===== config.mk =====
export PLATFORM = sky130hd
export DESIGN_NAME = interval_timer
export DESIGN_NICKNAME = d
export VERILOG_FILES = /design/src/rtl/timer_pkg.sv /design/src/rtl/tick_prescaler.sv /design/src/rtl/interval_timer.sv
export SDC_FILE = /design/constraint.sdc
export NUM_CORES = 1
export LEC_CHECK = 0
export CORE_ASPECT_RATIO = 0.5
export CORE_MARGIN = 10
export CORE_UTILIZATION = 55
export CTS_BUF_LIST = sky130_fd_sc_hd__clkbuf_4
export DETAILED_ROUTE_END_ITERATION = 6
export PLACE_DENSITY = 0.81
export SLEW_MARGIN = 20
export SYNTH_ARGS = -nofsm -noshare
export SYNTH_HDL_FRONTEND = slang
export SYNTH_SLANG_ARGS = --single-unit

===== constraint.sdc =====
create_clock -name clk_40MHz -period 2.8 [get_ports clk_40MHz]
set_input_delay 0.56 -clock clk_40MHz [delete_from_list [all_inputs] [get_ports clk_40MHz]]
set_output_delay 0.56 -clock clk_40MHz [all_outputs]
set_load 0.02 [all_outputs]

===== src/rtl/timer_pkg.sv =====
// timer_pkg: shared constants and types for the interval timer slice.
//   CLK_FREQ_HZ_DEFAULT : default system clock frequency (Hz)
//   MODE_ONESHOT/PERIODIC : values of the interval_timer mode input
//   state_e             : interval FSM state encoding
package timer_pkg;

    localparam int unsigned CLK_FREQ_HZ_DEFAULT = 40_000_000;

    localparam logic MODE_ONESHOT  = 1'b0;
    localparam logic MODE_PERIODIC = 1'b1;

    typedef enum logic {
        IDLE,
        RUN
    } state_e;

endpackage


===== src/rtl/tick_prescaler.sv =====
// tick_prescaler: divides the system clock down to a base tick of TICK_HZ.
//   clk_40MHz : system clock
//   rst       : synchronous, active-high reset
//   enable    : prescaler counts while high, holds while low
//   clr       : forces the prescaler count back to 0 (resynchronise)
//   tick_int  : combinational strobe, high in the cycle before each tick edge
//   tick      : registered one-cycle tick pulse, every DIV cycles while enabled
module tick_prescaler
    import timer_pkg::*;
#(
    parameter int unsigned CLK_FREQ_HZ = CLK_FREQ_HZ_DEFAULT,
    parameter int unsigned TICK_HZ     = 1000
) (
    input  logic clk_40MHz,
    input  logic rst,
    input  logic enable,
    input  logic clr,
    output logic tick_int,
    output logic tick
);

    // Guarded so a bad TICK_HZ reaches the elaboration check instead of a divide-by-zero.
    localparam int unsigned DIV  = (TICK_HZ == 0) ? 0 : CLK_FREQ_HZ / TICK_HZ;
    localparam int unsigned REM  = (TICK_HZ == 0) ? 1 : CLK_FREQ_HZ % TICK_HZ;
    localparam int unsigned PW   = (DIV >= 2) ? $clog2(DIV) : 1;
    localparam logic [PW-1:0] LAST = PW'((DIV >= 2) ? DIV - 1 : 1);

    if (DIV < 2 || REM != 0) begin : g_bad_div
        $error("tick_prescaler: CLK_FREQ_HZ/TICK_HZ must be an integer >= 2");
    end

    logic [PW-1:0] presc_q, presc_d;
    logic          tick_q;

    assign tick_int = enable && (presc_q == LAST);
    assign tick     = tick_q;

    always_comb begin
        presc_d = presc_q;
        if (clr) begin
            presc_d = '0;
        end else if (enable) begin
            presc_d = (presc_q == LAST) ? '0 : presc_q + 1'b1;
        end
    end

    always_ff @(posedge clk_40MHz) begin
        if (rst) begin
            presc_q <= '0;
            tick_q  <= 1'b0;
        end else begin
            presc_q <= presc_d;
            tick_q  <= tick_int;
        end
    end

endmodule


===== src/rtl/interval_timer.sv =====
// interval_timer: programmable one-shot/periodic interval counter on a base tick.
//   clk_40MHz      : system clock
//   rst            : synchronous, active-high reset
//   enable         : base-tick prescaler runs while high
//   start          : pulse; latch period/mode, clear elapsed, run (ignored if period==0)
//   stop           : pulse; pause, counters hold (no resume, next start reloads)
//   mode           : 0 one-shot, 1 periodic; sampled on start
//   period         : interval length in base ticks; sampled on start
//   one_milli_tick : registered base tick pulse
//   expire         : one-cycle pulse on interval completion, aligned with one_milli_tick
//   running        : interval counter active
//   elapsed        : ticks since last start, saturating
//   remaining      : ticks left in the current interval
module interval_timer
    import timer_pkg::*;
#(
    parameter int unsigned CLK_FREQ_HZ = CLK_FREQ_HZ_DEFAULT,
    parameter int unsigned TICK_HZ     = 1000,
    parameter int unsigned CNT_W       = 16,
    parameter int unsigned RESYNC      = 0
) (
    input  logic             clk_40MHz,
    input  logic             rst,
    input  logic             enable,
    input  logic             start,
    input  logic             stop,
    input  logic             mode,
    input  logic [CNT_W-1:0] period,
    output logic             one_milli_tick,
    output logic             expire,
    output logic             running,
    output logic [CNT_W-1:0] elapsed,
    output logic [CNT_W-1:0] remaining
);

    state_e           state_q, state_d;
    logic [CNT_W-1:0] remaining_q, remaining_d;
    logic [CNT_W-1:0] elapsed_q, elapsed_d;
    logic [CNT_W-1:0] period_q, period_d;
    logic             mode_q, mode_d;
    logic             expire_q, expire_d;
    logic             tick_int;
    logic             load;
    logic             clr;

    assign load = start && (period != '0);
    assign clr  = (RESYNC != 0) && load;

    tick_prescaler #(
        .CLK_FREQ_HZ (CLK_FREQ_HZ),
        .TICK_HZ     (TICK_HZ)
    ) u_presc (
        .clk_40MHz (clk_40MHz),
        .rst       (rst),
        .enable    (enable),
        .clr       (clr),
        .tick_int  (tick_int),
        .tick      (one_milli_tick)
    );

    // Priority: start (valid period) > stop > tick. A stop on the expiring
    // tick therefore suppresses the expire and leaves remaining at 1.
    always_comb begin
        state_d     = state_q;
        remaining_d = remaining_q;
        elapsed_d   = elapsed_q;
        period_d    = period_q;
        mode_d      = mode_q;
        expire_d    = 1'b0;
        if (load) begin
            period_d    = period;
            mode_d      = mode;
            remaining_d = period;
            elapsed_d   = '0;
            state_d     = RUN;
        end else if (stop) begin
            state_d = IDLE;
        end else if (state_q == RUN && tick_int) begin
            elapsed_d = (elapsed_q == '1) ? elapsed_q : elapsed_q + 1'b1;
            if (remaining_q > CNT_W'(1)) begin
                remaining_d = remaining_q - 1'b1;
            end else if (remaining_q == CNT_W'(1)) begin
                expire_d = 1'b1;
                if (mode_q == MODE_PERIODIC) begin
                    remaining_d = period_q;
                end else begin
                    remaining_d = '0;
                    state_d     = IDLE;
                end
            end
        end
    end

    always_ff @(posedge clk_40MHz) begin
        if (rst) begin
            state_q     <= IDLE;
            remaining_q <= '0;
            elapsed_q   <= '0;
            period_q    <= '0;
            mode_q      <= MODE_ONESHOT;
            expire_q    <= 1'b0;
        end else begin
            state_q     <= state_d;
            remaining_q <= remaining_d;
            elapsed_q   <= elapsed_d;
            period_q    <= period_d;
            mode_q      <= mode_d;
            expire_q    <= expire_d;
        end
    end

    assign expire    = expire_q;
    assign running   = (state_q == RUN);
    assign elapsed   = elapsed_q;
    assign remaining = remaining_q;

endmodule


==> out/qor.txt, run 1 <==
Distinct cells, synth = 60
CTS Sinks = 68
Detail Route Antenna Nets = 0
Initial DRC Count = 314
Drc violations = 0
I/O Pins = 57
# hold bufs at CTS = 0
First-pass GRT wire length = 16.6 mm
Root buf cell = clkbuf_4
Initial antenna violation count = 0
Worst Max-Slew Pin Slew = 0.501 ns
Fmax = 0.431 GHz
Power Dens Cells = 472 nW/µm²
Area Overhead vs Synth = 27.1%
Synth warn = 0
Max Cap Violations = 0
Mapped Cells = 436
# Post-CTS Setup Buffers = 0
Die Wd = 133 µm
Max Slew Vio Count = 0
Initial core utilization = 57.5%
Tot Pwr = 2.12 mW
CTS tree = yes
Post-Syn Area = 3540 µm²
Slowest stage delay, CP = 0.52 ns
Setup TNS = 0 ns
Post_cts resized = 0
Via count = 3548
Ys async rst share = 0%
Leakage power = 1.59 nW
Setup-violating endpoint count in the final report = 0
GR Overflow Total = 0
Final HPWL DP = 7.40 mm
Final worst-path cycle share = 82.8%
Most used DFF post-synth = dfxtp_1
Synth Net Count = 462
Pin count of the biggest net entering global routing = 31
Syn Area/Cell = 8.12 µm²
Outcome = finished clean
WL per Instance = 16.9 µm
Core Box Area = 6160 µm²
# diodes = 0
Tmin final = 2.32 ns
Share of layout cells above drive strength 1 = 11.5%
Die H = 76.7 µm
RSZ-0062 raised after global routing = false
Vias/cell = 5.91
Clock skew = 0.0141 ns
#FFs+latches synth = 68
Vias in the first global route = 3358
Cell breakdown of the critical path = inv_1, ha_1, nor2_1, nor4_4, nand2_1, nand2_1, o221a_2, nor3_2
Hold Path Class = register to register
Clock-pin slew on the worst setup and hold paths = 0.12 ns
Required @ worst endpoint = 3.17 ns
GPL Wtd Cong = 0.943
WP data arrival = 2.69 ns
Die area = 10200 µm²
GRT Overall Usage = 19.6%
Core Rows = 20
Maximum clock path buffer count = 2
Hold violation count in the final report = 0
Setup crit end kind = register
Clock Latency Late Sink = 0.44 ns
Post-synth EDFFs = 0
Peak supply drop = 0.292 mV
Crit path kind = register to register
Max transition margin = 66.6%
CP Launch Type = register
Sequential area share after synthesis = 38.5%
Crit-path max FO = 8
Critical path's most frequent cell = nand2_1
Nets = 533
Clock H-tree levels = 3
Slowest stage cell, crit path = dfxtp_1
Num CTS Buffers = 9
Final WL = 10.1 mm
I/O Buffers = 56
TritonRoute pass-1 iters = 4
## worst paths after layout
check / slack (ns) / startpoint / end / cells after the start
max: 0.48 / remaining[0] / remaining[13] / 8
min: 0.47 / period_q[11] / period_q[11] / 2
max reg2reg: 0.48 / remaining[0] / remaining[13] / 8
min reg2reg: 0.47 / period_q[11] / period_q[11] / 2
## logic make-up after synthesis
family | count (synthesis) | synth area share [%]
mux | 4 | 1.13
flops | 68 | 38.5
compound gates | 97 | 18.4
simple gates | 210 | 30.5
xor+xnor | 29 | 7.18
buf+inv | 24 | 2.90
fa+ha+maj | 4 | 1.41
## sequential cells by signal (all words and copies together), names as in the netlist
signal and cells:
expire 1, mode_q 1, remaining 16, running 1
u_presc.tick 1, u_presc.presc_q 16, elapsed 16, period_q 16
## worst max-delay path, delay by kind of cell, from the launching register on
kind                       cells  cell delay [ns]
adders and majority gates      1             0.23
DFF                            1             0.52
and+or+nand+nor                5             1.04
AOI/OAI and AO/OA              1             0.31
buffers and inverters          1             0.14
## through the flow
| step | setup slack, ns | cells | hold WS (ns) | instance area, µm² | utilization, % |
|---|---|---|---|---|---|
| after floorplan | 0.453 | 436 | 0.436 | 3540 | - |
| after global placement | 0.194 | 584 | 0.443 | 4340 | 70.5 |
| after detailed placement | 0.160 | 584 | 0.453 | 4340 | 70.5 |
| after CTS | 0.515 | 600 | 0.471 | 4500 | 73.1 |
| after global routing | 0.336 | 600 | 0.490 | 4500 | 73.1 |
| final | 0.481 | 600 | 0.468 | 4500 | 73.1 |
## cell usage in the layout (no fill, tap or decap), types with 7 or more instances in the layout
| cell | instances |
|---|---|
| nand3_1 | 18 |
| xnor2_1 | 16 |
| clkdlybuf4s50_1 | 56 |
| nand2_1 | 57 |
| nor4_1 | 13 |
| buf_4 | 19 |
| nor3_1 | 18 |
| nand4_1 | 7 |
| o21ai_0 | 12 |
| clkbuf_4 | 9 |
| a21oi_1 | 39 |
| xor2_1 | 13 |
| dfxtp_1 | 68 |
| nor2_1 | 55 |
## report_power, final
part	switching, mW	internal, mW	leakage, nW
clock network	0.377	0.356	0.0756
logic	0.191	0.158	0.959
registers	0.0437	0.999	0.555
## cell usage after synthesis, drive strengths merged, types with 3 or more instances
cell | number | area [µm²]
o2111ai | 3 | 32.5
clkbuf | 13 | 48.8
nand2 | 58 | 220
a21boi | 3 | 22.5
dfxtp | 68 | 1360
xnor2 | 16 | 140
ha | 4 | 50.1
nand3b | 3 | 22.5
a21oi | 39 | 195
mux2i | 4 | 40.0
or3 | 7 | 48.8
nand3 | 18 | 90.1
buf | 5 | 31.3
nor3 | 21 | 126
nor2b | 3 | 18.8
and3 | 6 | 42.5
nand4 | 7 | 43.8
inv | 6 | 22.5
o21ai | 12 | 60.1
a211oi | 6 | 45.0
a22o | 3 | 27.5
o31ai | 3 | 22.5
o211ai | 4 | 30.0
xor2 | 13 | 114
o2bb2ai | 4 | 35.0
nand2b | 4 | 25.0
nor2 | 56 | 213
nor4 | 15 | 124
and4 | 5 | 43.8
a31o | 4 | 35.0
## per-layer routing
metal | global-route usage [%] | vias to the layer above | wire length, µm
met4 | 8.64 | 0 | 253
met2 | 30.7 | 143 | 4690
li1 | - | 1734 | -
met5 | 0 | - | 0
met3 | 7.28 | 27 | 817
met1 | 23.7 | 1644 | 4380
## cell type report
| type | instances | area [µm²] |
|---|---|---|
| tap | 88 | 110 |
| inverter | 6 | 22.5 |
| timing repair buffer | 78 | 763 |
| clock inverter | 7 | 91.3 |
| multi-input combinational | 344 | 2080 |
| sequential | 68 | 1360 |
| fill | 519 | 1660 |
| clock buffer | 9 | 67.6 |
No activity file was read; power rests on OpenSTA's default activity.
==> run 2: changes to the inputs <==
--- a/config.mk
+++ b/config.mk
@@ -7,10 +7,10 @@
 export LEC_CHECK = 0
 export CORE_ASPECT_RATIO = 0.5
 export CORE_MARGIN = 10
-export CORE_UTILIZATION = 55
+export CORE_UTILIZATION = 50
 export CTS_BUF_LIST = sky130_fd_sc_hd__clkbuf_4
 export DETAILED_ROUTE_END_ITERATION = 6
-export PLACE_DENSITY = 0.81
+export PLACE_DENSITY = 0.77
 export SLEW_MARGIN = 20
 export SYNTH_ARGS = -nofsm -noshare
 export SYNTH_HDL_FRONTEND = slang
==> constraint.sdc (replaced) <==
create_clock -name clk_40MHz -period 2.05 [get_ports clk_40MHz]
set_input_delay 0.41 -clock clk_40MHz [delete_from_list [all_inputs] [get_ports clk_40MHz]]
set_output_delay 0.41 -clock clk_40MHz [all_outputs]
set_load 0.02 [all_outputs]
==> out/qor.txt, run 2 (synthesis gave the netlist of run 1 again) <==
Nets = 618 (+16%)
Clock-pin slew on the worst setup and hold paths = 0.11 ns (about the same)
Outcome = finished, violations left
GR Overflow Total = 0 (unchanged)
CP Launch Type = input port
Pin count of the biggest net entering global routing = 17 (-45%)
Fill count = 423 (-18%)
Max Slew Vio Count = 0 (unchanged)
I/O Buffers = 56 (unchanged)
Placed cells = 657 (+13%)
# diodes = 0 (unchanged)
WL per Instance = 19.5 µm (+16%)
Leakage power = 2.31 nW (+45%)
Core Rows = 21 (+5.0%)
Worst hold margin = 0.467 ns (-0.00105 ns)
Share of layout cells above drive strength 1 = 33.8% (+22 points)
Max Cap Violations = 0 (unchanged)
Peak supply drop = 0.435 mV (+49%)
Design area = 5510 µm² (+22%)
Hold violation count in the final report = 0 (unchanged)
Utilization after layout = 81.3% (+8.2 points)
Drc violations = 0 (unchanged)
Die area = 11000 µm² (+7.9%)
GPL Wtd Cong = 0.926 (-1.8%)
Area after DPL = 4920 µm² (+13%)
Vias in the first global route = 3893 (+16%)
Tmin final = 2.30 ns
CTS tree = yes
RSZ-0062 raised after global routing = true
Max transition margin = 52.3% (-14 points)
Clock Latency Late Sink = 0.45 ns (about the same)
Failing checks = negative setup slack
Maximum clock path buffer count = 2 (unchanged)
Die H = 79.5 µm (+3.6%)
Crit-path max FO = 16 (+8)
Die Wd = 139 µm (+4.2%)
Initial core utilization = 52.2% (-5.3 points)
Final WL = 13.5 mm (+33%)
TritonRoute pass-1 iters = 7 (+3)
Crit path kind = input port to register
First-pass GRT wire length = 19.0 mm (+14%)
Area Overhead vs Synth = 55.6%
Detail Route Antenna Nets = 0 (unchanged)
Final non-filler cell total = 689 (+15%)
Final HPWL DP = 8.40 mm (+14%)
Hold Path Class = register to register
I/O Pins = 57 (unchanged)
Initial DRC Count = 527 (+68%)
Register area = 1390 µm² (+1.7%)
CTS Sinks = 68 (unchanged)
Worst Slack Setup Final = -0.254 ns (-0.735 ns)
Setup crit end kind = register
Required @ worst endpoint = 2.40 ns (-0.77 ns)
Initial antenna violation count = 0 (unchanged)
Clock H-tree levels = 3 (unchanged)
Power Dens Cells = 542 nW/µm² (+15%)
Fmax = 0.434 GHz
Clock skew = 0.0119 ns (-0.00215 ns)
Root buf cell = clkbuf_4
Setup-violating endpoint count in the final report = 48 (+48)
Commonest non-fill, non-tap cell in the layout = buf_4
GRT Overall Usage = 20.8% (+1.2 points)
Vias/cell = 6.12 (+3.6%)
Num CTS Buffers = 9 (unchanged)
Area of the multi-input gates = 2390 µm² (+15%)
WP data arrival = 2.65 ns (-0.04 ns)
Worst Max-Slew Pin Slew = 0.713 ns (+0.213 ns)
Commonest non-fill, non-tap cells in the layout = buf_4 (95), dfxtp_1 (57), nand2_1 (53), nor2_1 (49), clkdlybuf4s50_1 (47)
Core Box Area = 6780 µm² (+10%)
Via count = 4220 (+19%)
Final worst-path cycle share = 112%
run 2: changes by cell type in the layout (fill, tap and decap cells not counted), moves of 5 or more:
cell,before,now
o21ai_0,12,6
buf_6,0,8
nor3_1,18,13
nor3_4,1,6
or3_4,1,6
buf_4,19,95
dlymetal6s2s_1,0,9
or3_1,6,1
dfxtp_1,68,57
a21oi_2,0,5
a21oi_1,39,34
nor2_1,55,49
clkdlybuf4s50_1,56,47
dfxtp_2,0,7
run 2: metrics by stage:
stage	setup slack, ns	TNS, ns	total power [mW]
5_1_grt	-0.296	-3.04	3.09
6_report	-0.254	-5.30	2.98
3_5_place_dp	-0.371	-11.92	2.05
2_1_floorplan	0.00191	0	1.74
4_1_cts	-0.0382	-0.204	2.92
3_3_place_gp	-0.317	-8.57	2.03
run 2: metal layers:
layer	global-route usage, %	wire length [µm]	up-vias
met4	9.11	608	0
met1	23.8	5160	1968
li1	-	-	1903
met2	35.0	6360	274
met5	0	0	-
met3	7.54	1340	75
run 2: report_power, final:
group	leakage [nW]	internal [mW]	total [mW]	switching, mW
Combinational	1.68	0.327	0.690	0.363
Clock	0.0693	0.364	0.885	0.521
Sequential	0.560	1.36	1.41	0.0460
Total	2.31	2.05	2.98	0.930
run 2: path summary, 6_finish.rpt:
| check | start | to | slack [ns] | cells after the start |
|---|---|---|---|---|
| max | period[3] | remaining[0] | -0.25 | 7 |
| min | period_q[8] | period_q[8] | 0.47 | 2 |
| max reg2reg | remaining[6] | remaining[2] | -0.23 | 8 |
| min reg2reg | period_q[8] | period_q[8] | 0.47 | 2 |
run 2: repair_timing:
item	in CTS	in global routing
cloned	1	0
resized for setup	32	56
pin swaps	19	25
setup buffers	7	8
setup endpoints to repair	22	49
hold buffers	0	0
run 2: final cells by class:
class | count | area share (%)
multi-input cells | 344 | 43.4
inverters | 6 | 0.409
clock buffers | 9 | 1.23
well taps | 92 | 2.09
flip-flops and latches | 68 | 25.1
clock inverters | 7 | 1.23
repair buffers | 163 | 26.5
run 2: critical path: stages:
cell             delay (ns)
clkdlybuf4s50_1        0.45
nor4_1                 0.56
buf_4                  0.23
a41o_1                 0.36
buf_4                  0.30
nor2_1                 0.10
a22o_1                 0.24
